File: src/rtl/dec_stage.sv
// dec_stage: single-entry registered RISC-V decode stage.
// Decodes in_ir combinationally and captures the control bundle on accept.
// Holds back for one cycle when the incoming instruction reads the
// destination of a load that was accepted on the previous cycle.
module dec_stage #(
    parameter int XLEN  = 32,
    parameter int NREGS = 32,
    parameter int EN_M  = 0
) (
    input  logic            clk,
    input  logic            rst,
    input  logic            flush,
    input  logic            in_valid,
    output logic            in_ready,
    input  logic [31:0]     in_ir,
    input  logic [XLEN-1:0] in_pc,
    output logic            out_valid,
    input  logic            out_ready,
    output logic            MA,
    output logic            MB,
    output logic            MD,
    output logic            RW,
    output logic            MW,
    output logic            MR,
    output logic            PL,
    output logic            JL,
    output logic            JLR,
    output logic            BR,
    output logic [4:0]      FS,
    output logic [2:0]      BMC,
    output logic [4:0]      AA,
    output logic [4:0]      BA,
    output logic [4:0]      DA,
    output logic [XLEN-1:0] imm,
    output logic [XLEN-1:0] pc_out,
    output logic            illegal
);

    typedef enum logic [4:0] {
        OPC_LOAD   = 5'b00000,
        OPC_OPIMM  = 5'b00100,
        OPC_AUIPC  = 5'b00101,
        OPC_STORE  = 5'b01000,
        OPC_OP     = 5'b01100,
        OPC_LUI    = 5'b01101,
        OPC_BRANCH = 5'b11000,
        OPC_JALR   = 5'b11001,
        OPC_JAL    = 5'b11011
    } opcode_e;

    typedef struct packed {
        logic            ma;
        logic            mb;
        logic            md;
        logic            rw;
        logic            mw;
        logic            mr;
        logic            pl;
        logic            jl;
        logic            jlr;
        logic            br;
        logic [4:0]      fs;
        logic [2:0]      bmc;
        logic [4:0]      aa;
        logic [4:0]      ba;
        logic [4:0]      da;
        logic [XLEN-1:0] imm;
        logic [XLEN-1:0] pc;
        logic            illegal;
    } bundle_t;

    opcode_e     opc;
    logic [4:0]  rd;
    logic [4:0]  rs1;
    logic [4:0]  rs2;
    logic [2:0]  f3;
    logic [6:0]  f7;

    assign opc = opcode_e'(in_ir[6:2]);
    assign rd  = in_ir[11:7];
    assign f3  = in_ir[14:12];
    assign rs1 = in_ir[19:15];
    assign rs2 = in_ir[24:20];
    assign f7  = in_ir[31:25];

    bundle_t     dec;
    logic [31:0] imm32;
    logic        use_rs1;
    logic        use_rs2;
    logic        use_rd;
    logic        op_ok;
    logic        reg_bad;

    bundle_t     bundle_d,    bundle_q;
    logic        out_valid_d, out_valid_q;
    logic        ld_pend_d,   ld_pend_q;
    logic [4:0]  ld_rd_d,     ld_rd_q;
    logic        stall;
    logic        accept;

    // Combinational decode of in_ir into a control bundle
    always_comb begin
        dec     = '0;
        imm32   = '0;
        use_rs1 = 1'b0;
        use_rs2 = 1'b0;
        use_rd  = 1'b0;
        op_ok   = 1'b1;
        dec.bmc = f3;
        dec.aa  = rs1;
        dec.ba  = rs2;
        dec.da  = rd;
        dec.pc  = in_pc;
        case (opc)
            OPC_OP: begin
                dec.rw = 1'b1; dec.pl = 1'b1;
                use_rs1 = 1'b1; use_rs2 = 1'b1; use_rd = 1'b1;
                if (f7 == 7'b0000000)
                    dec.fs = {1'b0, in_ir[30], f3};
                else if (f7 == 7'b0100000 && (f3 == 3'b000 || f3 == 3'b101))
                    dec.fs = {1'b0, in_ir[30], f3};
                else if (f7 == 7'b0000001 && EN_M != 0)
                    dec.fs = {2'b10, f3};
                else
                    op_ok = 1'b0;
            end
            OPC_OPIMM: begin
                dec.mb = 1'b1; dec.rw = 1'b1; dec.pl = 1'b1;
                use_rs1 = 1'b1; use_rd = 1'b1;
                dec.fs = (f3 == 3'b101) ? {1'b0, in_ir[30], f3} : {2'b00, f3};
                imm32  = {{20{in_ir[31]}}, in_ir[31:20]};
            end
            OPC_LOAD: begin
                dec.mb = 1'b1; dec.md = 1'b1; dec.rw = 1'b1; dec.mr = 1'b1; dec.pl = 1'b1;
                use_rs1 = 1'b1; use_rd = 1'b1;
                imm32 = {{20{in_ir[31]}}, in_ir[31:20]};
                op_ok = !(f3 == 3'b011 || f3[2:1] == 2'b11);
            end
            OPC_STORE: begin
                dec.mb = 1'b1; dec.mw = 1'b1; dec.pl = 1'b1;
                use_rs1 = 1'b1; use_rs2 = 1'b1;
                imm32 = {{20{in_ir[31]}}, in_ir[31:25], in_ir[11:7]};
                op_ok = (f3 <= 3'b010);
            end
            OPC_BRANCH: begin
                dec.br = 1'b1;
                use_rs1 = 1'b1; use_rs2 = 1'b1;
                imm32 = {{19{in_ir[31]}}, in_ir[31], in_ir[7], in_ir[30:25], in_ir[11:8], 1'b0};
                case (f3[2:1])
                    2'b00:   dec.fs = 5'b01000;
                    2'b10:   dec.fs = 5'b00010;
                    2'b11:   dec.fs = 5'b00011;
                    default: op_ok  = 1'b0;
                endcase
            end
            OPC_JALR: begin
                dec.mb = 1'b1; dec.rw = 1'b1; dec.jlr = 1'b1;
                use_rs1 = 1'b1; use_rd = 1'b1;
                imm32 = {{20{in_ir[31]}}, in_ir[31:20]};
                op_ok = (f3 == 3'b000);
            end
            OPC_JAL: begin
                dec.rw = 1'b1; dec.jl = 1'b1;
                use_rd = 1'b1;
                imm32 = {{11{in_ir[31]}}, in_ir[31], in_ir[19:12], in_ir[20], in_ir[30:21], 1'b0};
            end
            OPC_AUIPC: begin
                dec.ma = 1'b1; dec.mb = 1'b1; dec.rw = 1'b1; dec.pl = 1'b1;
                use_rd = 1'b1;
                imm32 = {in_ir[31:12], 12'h000};
            end
            OPC_LUI: begin
                dec.mb = 1'b1; dec.rw = 1'b1; dec.pl = 1'b1;
                use_rd = 1'b1;
                dec.aa = '0;
                imm32  = {in_ir[31:12], 12'h000};
            end
            default: op_ok = 1'b0;
        endcase
        dec.imm = XLEN'($signed(imm32));
        reg_bad = (NREGS == 16) &&
                  ((use_rs1 && rs1[4]) || (use_rs2 && rs2[4]) || (use_rd && rd[4]));
        if (in_ir[1:0] != 2'b11 || !op_ok || reg_bad) begin
            dec.illegal = 1'b1;
            dec.pl  = 1'b1;
            dec.rw  = 1'b0;
            dec.mw  = 1'b0;
            dec.mr  = 1'b0;
            dec.br  = 1'b0;
            dec.jl  = 1'b0;
            dec.jlr = 1'b0;
        end
    end

    assign stall    = ld_pend_q && in_valid &&
                      ((use_rs1 && rs1 == ld_rd_q) || (use_rs2 && rs2 == ld_rd_q));
    assign in_ready = (!out_valid_q || out_ready) && !stall && !flush;
    assign accept   = in_valid && in_ready;

    // Next-state: entry capture/drain and the one-cycle load-use marker
    always_comb begin
        bundle_d    = bundle_q;
        out_valid_d = out_valid_q;
        ld_pend_d   = 1'b0;
        ld_rd_d     = ld_rd_q;
        if (flush) begin
            out_valid_d = 1'b0;
        end else if (accept) begin
            out_valid_d = 1'b1;
            bundle_d    = dec;
            if (opc == OPC_LOAD && !dec.illegal && rd != 5'd0) begin
                ld_pend_d = 1'b1;
                ld_rd_d   = rd;
            end
        end else if (out_ready) begin
            out_valid_d = 1'b0;
        end
    end

    // State registers with synchronous reset
    always_ff @(posedge clk) begin
        if (rst) begin
            bundle_q    <= '0;
            out_valid_q <= 1'b0;
            ld_pend_q   <= 1'b0;
            ld_rd_q     <= '0;
        end else begin
            bundle_q    <= bundle_d;
            out_valid_q <= out_valid_d;
            ld_pend_q   <= ld_pend_d;
            ld_rd_q     <= ld_rd_d;
        end
    end

    assign out_valid = out_valid_q;
    assign MA      = bundle_q.ma;
    assign MB      = bundle_q.mb;
    assign MD      = bundle_q.md;
    assign RW      = bundle_q.rw;
    assign MW      = bundle_q.mw;
    assign MR      = bundle_q.mr;
    assign PL      = bundle_q.pl;
    assign JL      = bundle_q.jl;
    assign JLR     = bundle_q.jlr;
    assign BR      = bundle_q.br;
    assign FS      = bundle_q.fs;
    assign BMC     = bundle_q.bmc;
    assign AA      = bundle_q.aa;
    assign BA      = bundle_q.ba;
    assign DA      = bundle_q.da;
    assign imm     = bundle_q.imm;
    assign pc_out  = bundle_q.pc;
    assign illegal = bundle_q.illegal;

endmodule

File: config.mk
export PLATFORM = sky130hd
export DESIGN_NAME = dec_stage
export DESIGN_NICKNAME = d
export VERILOG_FILES = /design/src/rtl/dec_stage.sv
export SDC_FILE = /design/constraint.sdc
export NUM_CORES = 1
export LEC_CHECK = 0
export CAP_MARGIN = 20
export CORE_ASPECT_RATIO = 1.1
export CORE_UTILIZATION = 41
export DETAILED_ROUTE_END_ITERATION = 8
export GPL_TIMING_DRIVEN = 1
export PLACE_DENSITY_LB_ADDON = 0.1
export SLEW_MARGIN = 20
export SYNTH_ARGS = -nofsm -noshare
export SYNTH_HDL_FRONTEND = slang
export SYNTH_SLANG_ARGS = --single-unit
File: constraint.sdc
create_clock -name clk -period 1.9 [get_ports clk]
set_input_delay 0.285 -clock clk [delete_from_list [all_inputs] [get_ports clk]]
set_output_delay 0.285 -clock clk [all_outputs]
set_load 0.05 [all_outputs]
==> metrics.csv <==
stage,metric,value,unit
place,dp.cells,907,
min_path,hold_class,in2reg,
grt,grt_pass1_vias,5720,
setup_path,crit_type,reg2reg,
synth,ys_seq_area_frac,0.447,
timing,hold_viol,0,
grt,grt_start_max_net_pins,38,
place,place_area,0.00709,mm2
pwr,vdd_drop_max,0.000608,V
detailed_routing,totalWireLength,20900,um
die,die_w,104,um
setup_path,timing.rr.start,ld_rd_q[4],
clock_tree,insertion_delay,0.35,ns
final_layout,fin_cells,967,
clock_tree,ctsHtreeMaxLevel,3,
status,violations,negative setup slack,
timing,relSlewSlack,0.630,
setup_path,regToRegSetupSlack,-0.27,ns
final_layout,nets,884,
clock_tree,path_clk_slew,0.08,ns
place,hpwl,12100,um
clock_tree,clock_tree.buffer_depth,2,
setup_path,cp_top_family,buffers and inverters,
synth,async_flop_share,0,
synth,ys_ff_latch,104,
die,core_area,0.0110,mm2
die,start_util,0.423,
final_layout,fin_util,0.810,
setup_path,crit_chain,"buf_4, xnor2_2, nand3_2, nor3_4, buf_4, o221ai_4, buf_6, buf_16, a21oi_1, a311oi_2",
setup_path,crit_fanout,5,
timing,rsz0062_at_grt,yes,
detailed_routing,via_count,5835,
timing,setup_viol,105,
setup_path,slowest_stage,dfxtp_2,
synth,synth.distinct_cells,53,
place,finalWeightedCongestion,0.896,
setup_path,crit_arrival,2.38,ns
timing,slew_violations,0,
setup_path,r2r-end,imm[28],
status,status,"finished, violations left",
final_layout,diodes,0,
timing,layout_min_cycle_time,2.17,ns
detailed_routing,ant_nets,0,
setup_path,path_depth,10,
die,num_rows,40,
grt,grtUsageTotal,0.329,
grt,grt_pass1_wl,30200,um
setup_path,cp-endpoint,imm[28],
die,dieArea,0.0118,mm2
synth,syn_avg_cell_area,8.32,um2
setup_path,crit_path_start_kind,flip-flop,
setup_path,cpPeakStageDelay,0.34,ns
setup_path,endpoint_kind,flip-flop,
die,dieHeight,114,um
synth,ys_warn_count,0,
synth,syn_nets,629,
timing,whs,0.392,ns
setup_path,cp.required,2.11,ns
grt,antenna_found_initial,0,
synth,syn_area,0.00466,mm2
grt,grt_overflow,0,
timing,max_freq,0.460,GHz
pwr,power,5.53,mW
final_layout,fill_cells,677,
setup_path,cp_common_cell,buf_4,
timing,skew,0.00734,ns
clock_tree,tritoncts,built,
timing,tightest_slew,0.553,ns
setup_path,worstSetupStartpoint,ld_rd_q[4],
detailed_routing,firstDrtPassIters,5,
detailed_routing,vias_per_cell,6.03,
detailed_routing,initialDrtViolationCount,437,
place,io_buffers,167,
synth,synth_edf_count,0,
clock_tree,cts-hold-fix-buffers,0,
setup_path,crit_buf_inv,4,
final_layout,area_delta_synth_final,91.4,%
synth,ys.flop_type,dfxtp_1,
detailed_routing,drc_errors,0,
pwr,leakage,3.28,nW
clock_tree,cts_inserted_buffers,9,
synth,syn_inst,560,
pwr,p_per_area,620,mW/mm2
timing,fin_ws,-0.273,ns
setup_path,r2r_cells,10,
flow_run,drv_cap,0,
detailed_routing,wl_per_cell,21.6,um
die,ios,169,
final_layout,drive_above_1_share,0.344,
clock_tree,root_buffer,clkbuf_16,
timing,period_share,1.14,
clock_tree,clock-sinks,104,
final_layout,fin_area,0.00892,mm2
-- cells in the final DEF (no fill, tap or decap), types with 5 or more instances in the layout --
master,instances
clkdlybuf4s50_1,150
dfxtp_1,99
buf_4,87
a21oi_1,84
o21ai_1,52
nand3_1,34
nand2_1,22
a211oi_2,20
nand4_1,17
buf_12,17
nand3_2,15
buf_6,15
a21oi_4,14
buf_16,14
a21oi_2,13
o21ai_0,12
clkbuf_16,10
nor2_1,8
a311oi_2,7
dlygate4sd2_1,7
xnor2_2,6
nor3_1,5
dfxtp_2,5
-- what timing repair did --
| item | 4_1_cts | 5_1_grt |
|---|---|---|
| gates cloned | 19 | 1 |
| setup buffers | 23 | 7 |
| endpoints found under the setup margin | 105 | 106 |
| pin swaps | 75 | 31 |
| gates resized for setup | 163 | 95 |
-- worst min-delay path by stage --
stage | cells after the start | from | slack, ns | endpoint
after floorplan | 1 | flush | 0.36 | ld_pend_q
after global placement | 2 | pc_out[11] | 0.46 | pc_out[11]
after detailed placement | 2 | imm[9] | 0.47 | imm[9]
after CTS | 2 | rst | 0.36 | BMC[1]
after global routing | 2 | rst | 0.39 | BMC[1]
final | 2 | rst | 0.39 | BMC[1]
-- area by class of cell --
class                      instances  area, um2  share of cell area
multi-input combinational        394       3090               0.346
clock buffer                      10        239              0.0268
sequential                       104       2090               0.234
timing repair buffer             301       3250               0.364
tap                              147        184              0.0206
inverter                           5       18.8             0.00210
clock inverter                     6       53.8             0.00603
-- metal layers --
metal | part of all wire | global-route usage | vias up
li1 | - | - | 2608
met1 | 0.39 | 0.383 | 2817
met2 | 0.49 | 0.563 | 327
met3 | 0.063 | 0.0571 | 83
met4 | 0.058 | 0.210 | 0
met5 | 0 | 0 | -
-- flip-flops by register name, summed over array words and instances (netlist names), 3 cells and up --
register,cells
imm,32
pc_out,32
AA,5
BA,5
DA,5
ld_rd_q,5
FS,4
BMC,3
-- synth_stat cells (2+ instances only) --
master	instances	area share
nor4_1	4	0.0054
a211oi_1	19	0.031
o2bb2ai_1	2	0.0038
a22o_1	4	0.0075
and3_1	4	0.0054
buf_2	9	0.0097
a32o_1	3	0.0064
and2_1	2	0.0027
nor3_1	8	0.0086
nand4_1	17	0.023
nor2b_1	3	0.0040
buf_1	8	0.0064
inv_1	4	0.0032
nand2_1	24	0.019
clkbuf_1	38	0.031
nand3_1	50	0.054
nor2_1	8	0.0064
nor2_4	2	0.0048
buf_6	3	0.0072
a32oi_1	3	0.0056
or2_2	3	0.0040
nand2b_1	2	0.0027
xor2_1	4	0.0075
xnor2_1	7	0.013
o31ai_1	3	0.0048
a311oi_1	11	0.021
a22oi_1	4	0.0064
dfxtp_1	104	0.45
or3_1	2	0.0027
o2111ai_1	2	0.0038
a21oi_1	111	0.12
o21ai_0	68	0.073
buf_4	2	0.0032
a21o_1	3	0.0048
-- worst register-to-register path: cells and delay by family, from the launching register on --
kind / cells / cell delay, ns
AO/OA/AOI/OAI: 3 / 0.53
AND/OR/NAND/NOR: 2 / 0.29
XOR/XNOR: 1 / 0.19
buffers and inverters: 4 / 0.69
flip-flops: 1 / 0.34
-- power by group --
group / internal [mW] / switching [mW] / total, mW
Combinational: 0.551 / 0.821 / 1.37
Sequential: 2.27 / 0.0621 / 2.33
Clock: 0.941 / 0.880 / 1.82
Total: 3.76 / 1.76 / 5.53
-- kinds of logic after synthesis --
family          Yosys count  synth area share
compound gates          241             0.306
simple gates            137             0.163
flops                   104             0.447
buf+inv                  66            0.0623
xor+xnor                 11            0.0207
other cells               1          0.000805
-- through the flow --
| step | worst slack [ns] | TNS, ns |
|---|---|---|
| finish | -0.273 | -11.53 |
| global route | -0.399 | -25.77 |
| CTS | -0.314 | -16.61 |
| detailed placement | -0.741 | -66.98 |
| global placement | -0.663 | -63.75 |
| floorplan | -0.0736 | -0.134 |
(Power assumes the default switching activity.)
==> variant: new RTL, same flow settings <==
The parameter `XLEN` goes from 32 to 28.
--- a/src/rtl/dec_stage.sv
+++ b/src/rtl/dec_stage.sv
@@ -3,7 +3,7 @@
 // Holds back for one cycle when the incoming instruction reads the
 // destination of a load that was accepted on the previous cycle.
 module dec_stage #(
-    parameter int XLEN  = 32,
+    parameter int XLEN  = 28,
     parameter int NREGS = 32,
     parameter int EN_M  = 0
 ) (
Interface: changed (resized imm, in_pc and pc_out); port bits go from 169 to 157. No check against the original RTL was run, so the function may have changed too.
==> variant against the unedited design <==
The flow still finishes with violations (setup timing). Cell area is 14% lower. Die area is 7.4% lower. Highest routed layer unchanged. Sequential cell count shrank 8. Synthesized area fell by 7.6%. Power fell by 13%. Global-route usage is 4.4 points lower. Wire length fell by 16%. Maximum frequency is 4.9% higher. Via count decreased by 11%. Register-to-register slack improved by 0.14 ns. Setup slack improved by 0.10 ns. Largest cell class unchanged.
==> variant: results (changes against the unedited design) <==
| Metric | Value |
|---|---|
| Layout cells sized above 1 | `0.309 (-0.0351)` |
| R2R setup slack | `-0.13 ns (+0.14 ns)` |
| CP max FO | `2 (-3)` |
| Hold Crit Start | `rst` |
| Initial antenna violation count | `0 (unchanged)` |
| CP startpoint | `in_ir[17]` |
| Largest net degree at the start of global routing | `59 (+55%)` |
| Worst r2r path cells | `9 (-1)` |
| CTS root buffer | `clkbuf_8` |
| Seq/Total Area, Yosys | `0.446 (-0.000579)` |
| Worst hold path stage count | `3 (+1)` |
| Static leakage | `2.82 nW (-14%)` |
| Asr flop ratio synth | `0 (unchanged)` |
| Status | `finished with violations` |
| Cell variety after synth | `51 (-3.8%)` |
| Max clock buf depth | `2 (unchanged)` |
| Largest cells by area after synthesis | `dfxtp_1, a21oi_1, o21ai_0, nand3_1, a211oi_1` |
| Placer Congestion | `0.904 (+0.90%)` |
| Final worst slack | `-0.172 ns (+0.101 ns)` |
| Finish-stage setup viols | `87 (-17%)` |
| Detailed Place HPWL | `11.2 mm (-7.0%)` |
| Maximum VDD drop | `0.406 mV (-33%)` |
| I/O Buffers | `155 (-7.2%)` |
| Data arrival, critical path | `1.79 ns (-0.59 ns)` |
| First-pass GRT wire length | `24.2 mm (-20%)` |
| Failing checks | `setup timing` |
| Synth cell count leaders | `a21oi_1, dfxtp_1, o21ai_0, nand3_1, clkbuf_1` |
| Sink Count | `96 (-7.7%)` |
| Hold Path Class | `in -> reg` |
| Hold path endpoint | `MW` |
| Nets | `808 (-8.6%)` |
| Num CTS Buffers | `9 (unchanged)` |
| FF-to-FF Start | `ld_rd_q[3]` |
| Register area | `1930 µm² (-7.4%)` |
| Mean routed wirelength per cell | `19.8 µm (-8.5%)` |
| Syn Nets | `586 (-6.8%)` |
| Starting DRT DRC Count | `405 (-7.3%)` |
| Reg2reg end | `ld_rd_q[3]` |
| Vias in the first global route | `4632 (-19%)` |
| Clock skew | `0.00784 ns (+0.000502 ns)` |
| DR vias | `5176 (-11%)` |
| Worst-Skew Late Latency | `0.37 ns (+0.02 ns)` |
| Pre-CTS setup slack | `-0.688 ns (+0.0529 ns)` |
| Filler cell count | `718 (+6.1%)` |
| Net Sw Frac | `0.328 (+0.00963)` |
| GRT Total Usage | `0.285 (-0.0438)` |
| DP Area | `6560 µm² (-7.6%)` |
| Slew @ Worst Pin | `0.579 ns (+0.0259 ns)` |
[variant: cell types whose count changed in the layout (fill, tap and decap cells not counted), sizes merged, moves of 5 or more]
| cell | change |
|---|---|
| clkbuf | +5 |
| clkdlybuf4s50 | -18 |
| dlymetal6s2s | +5 |
| o21ai | -7 |
| a211oi | +7 |
| buf | -25 |
| dfxtp | -8 |
| nand2 | -16 |
| a311oi | -9 |
[variant: logic make-up after synthesis]
kind of cell	after synthesis	share of synthesized area
AO/OA/AOI/OAI	227	0.305
AND/OR/NAND/NOR	123	0.162
flip-flops	96	0.446
buffers and inverters	62	0.0619
XOR/XNOR	11	0.0224
multiplexers	1	0.00232
other	1	0.000871
[variant: cell type report]
type	count	area share
flip-flops and latches	96	0.252
well taps	140	0.0228
clock inverters	7	0.0117
inverters	3	0.00147
clock buffers	9	0.0161
repair buffers	270	0.365
multi-input cells	363	0.332
[variant: worst max path at each step]
stage,endpoint,slack [ns],cells after the start
finish,in_ready,-0.17,7
global route,imm[21],-0.23,8
CTS,in_ready,-0.17,6
detailed placement,ld_rd_q[3],-0.69,6
global placement,ld_rd_q[3],-0.68,6
floorplan,ld_rd_q[3],-0.22,6
[variant: power by group through the flow]
stage | Clock [W] | Sequential (W) | Combinational, W
detailed placement | 0 | 0.00219 | 0.00111
finish | 0.00145 | 0.00214 | 0.00122
floorplan | 0 | 0.00248 | 0.000301
global placement | 0 | 0.00218 | 0.00110
CTS | 0.00147 | 0.00214 | 0.00113
global route | 0.00155 | 0.00215 | 0.00128
[variant: repair_timing]
action	in CTS	in global routing
resized for setup	47	103
setup buffers	4	8
setup endpoints to repair	98	98
hold buffers	0	0
gates cloned	0	14
pin swaps	8	45
[variant: through the flow]
step	std cells	hold slack (ns)	setup TNS, ns
finish	888	0.375	-5.60
global route	888	0.398	-14.16
CTS	866	0.346	-0.230
detailed placement	846	0.468	-53.82
global placement	846	0.460	-51.98
floorplan	521	0.362	-2.02
[variant: critical path, cell delays in order]
cell and delay (ns):
clkdlybuf4s50_1 0.54, xnor2_1 0.13, nand3_1 0.10, nor3_2 0.22, o2111a_2 0.29, a21boi_2 0.06
buf_6 0.15
[variant: layer usage]
metal	track usage	vias up	wire length, µm	share of wire
met1	0.367	2470	7150	0.41
met3	0.0699	46	1340	0.076
met4	0.109	0	572	0.033
met5	0	-	0	0
li1	-	2387	-	-
met2	0.460	273	8510	0.48
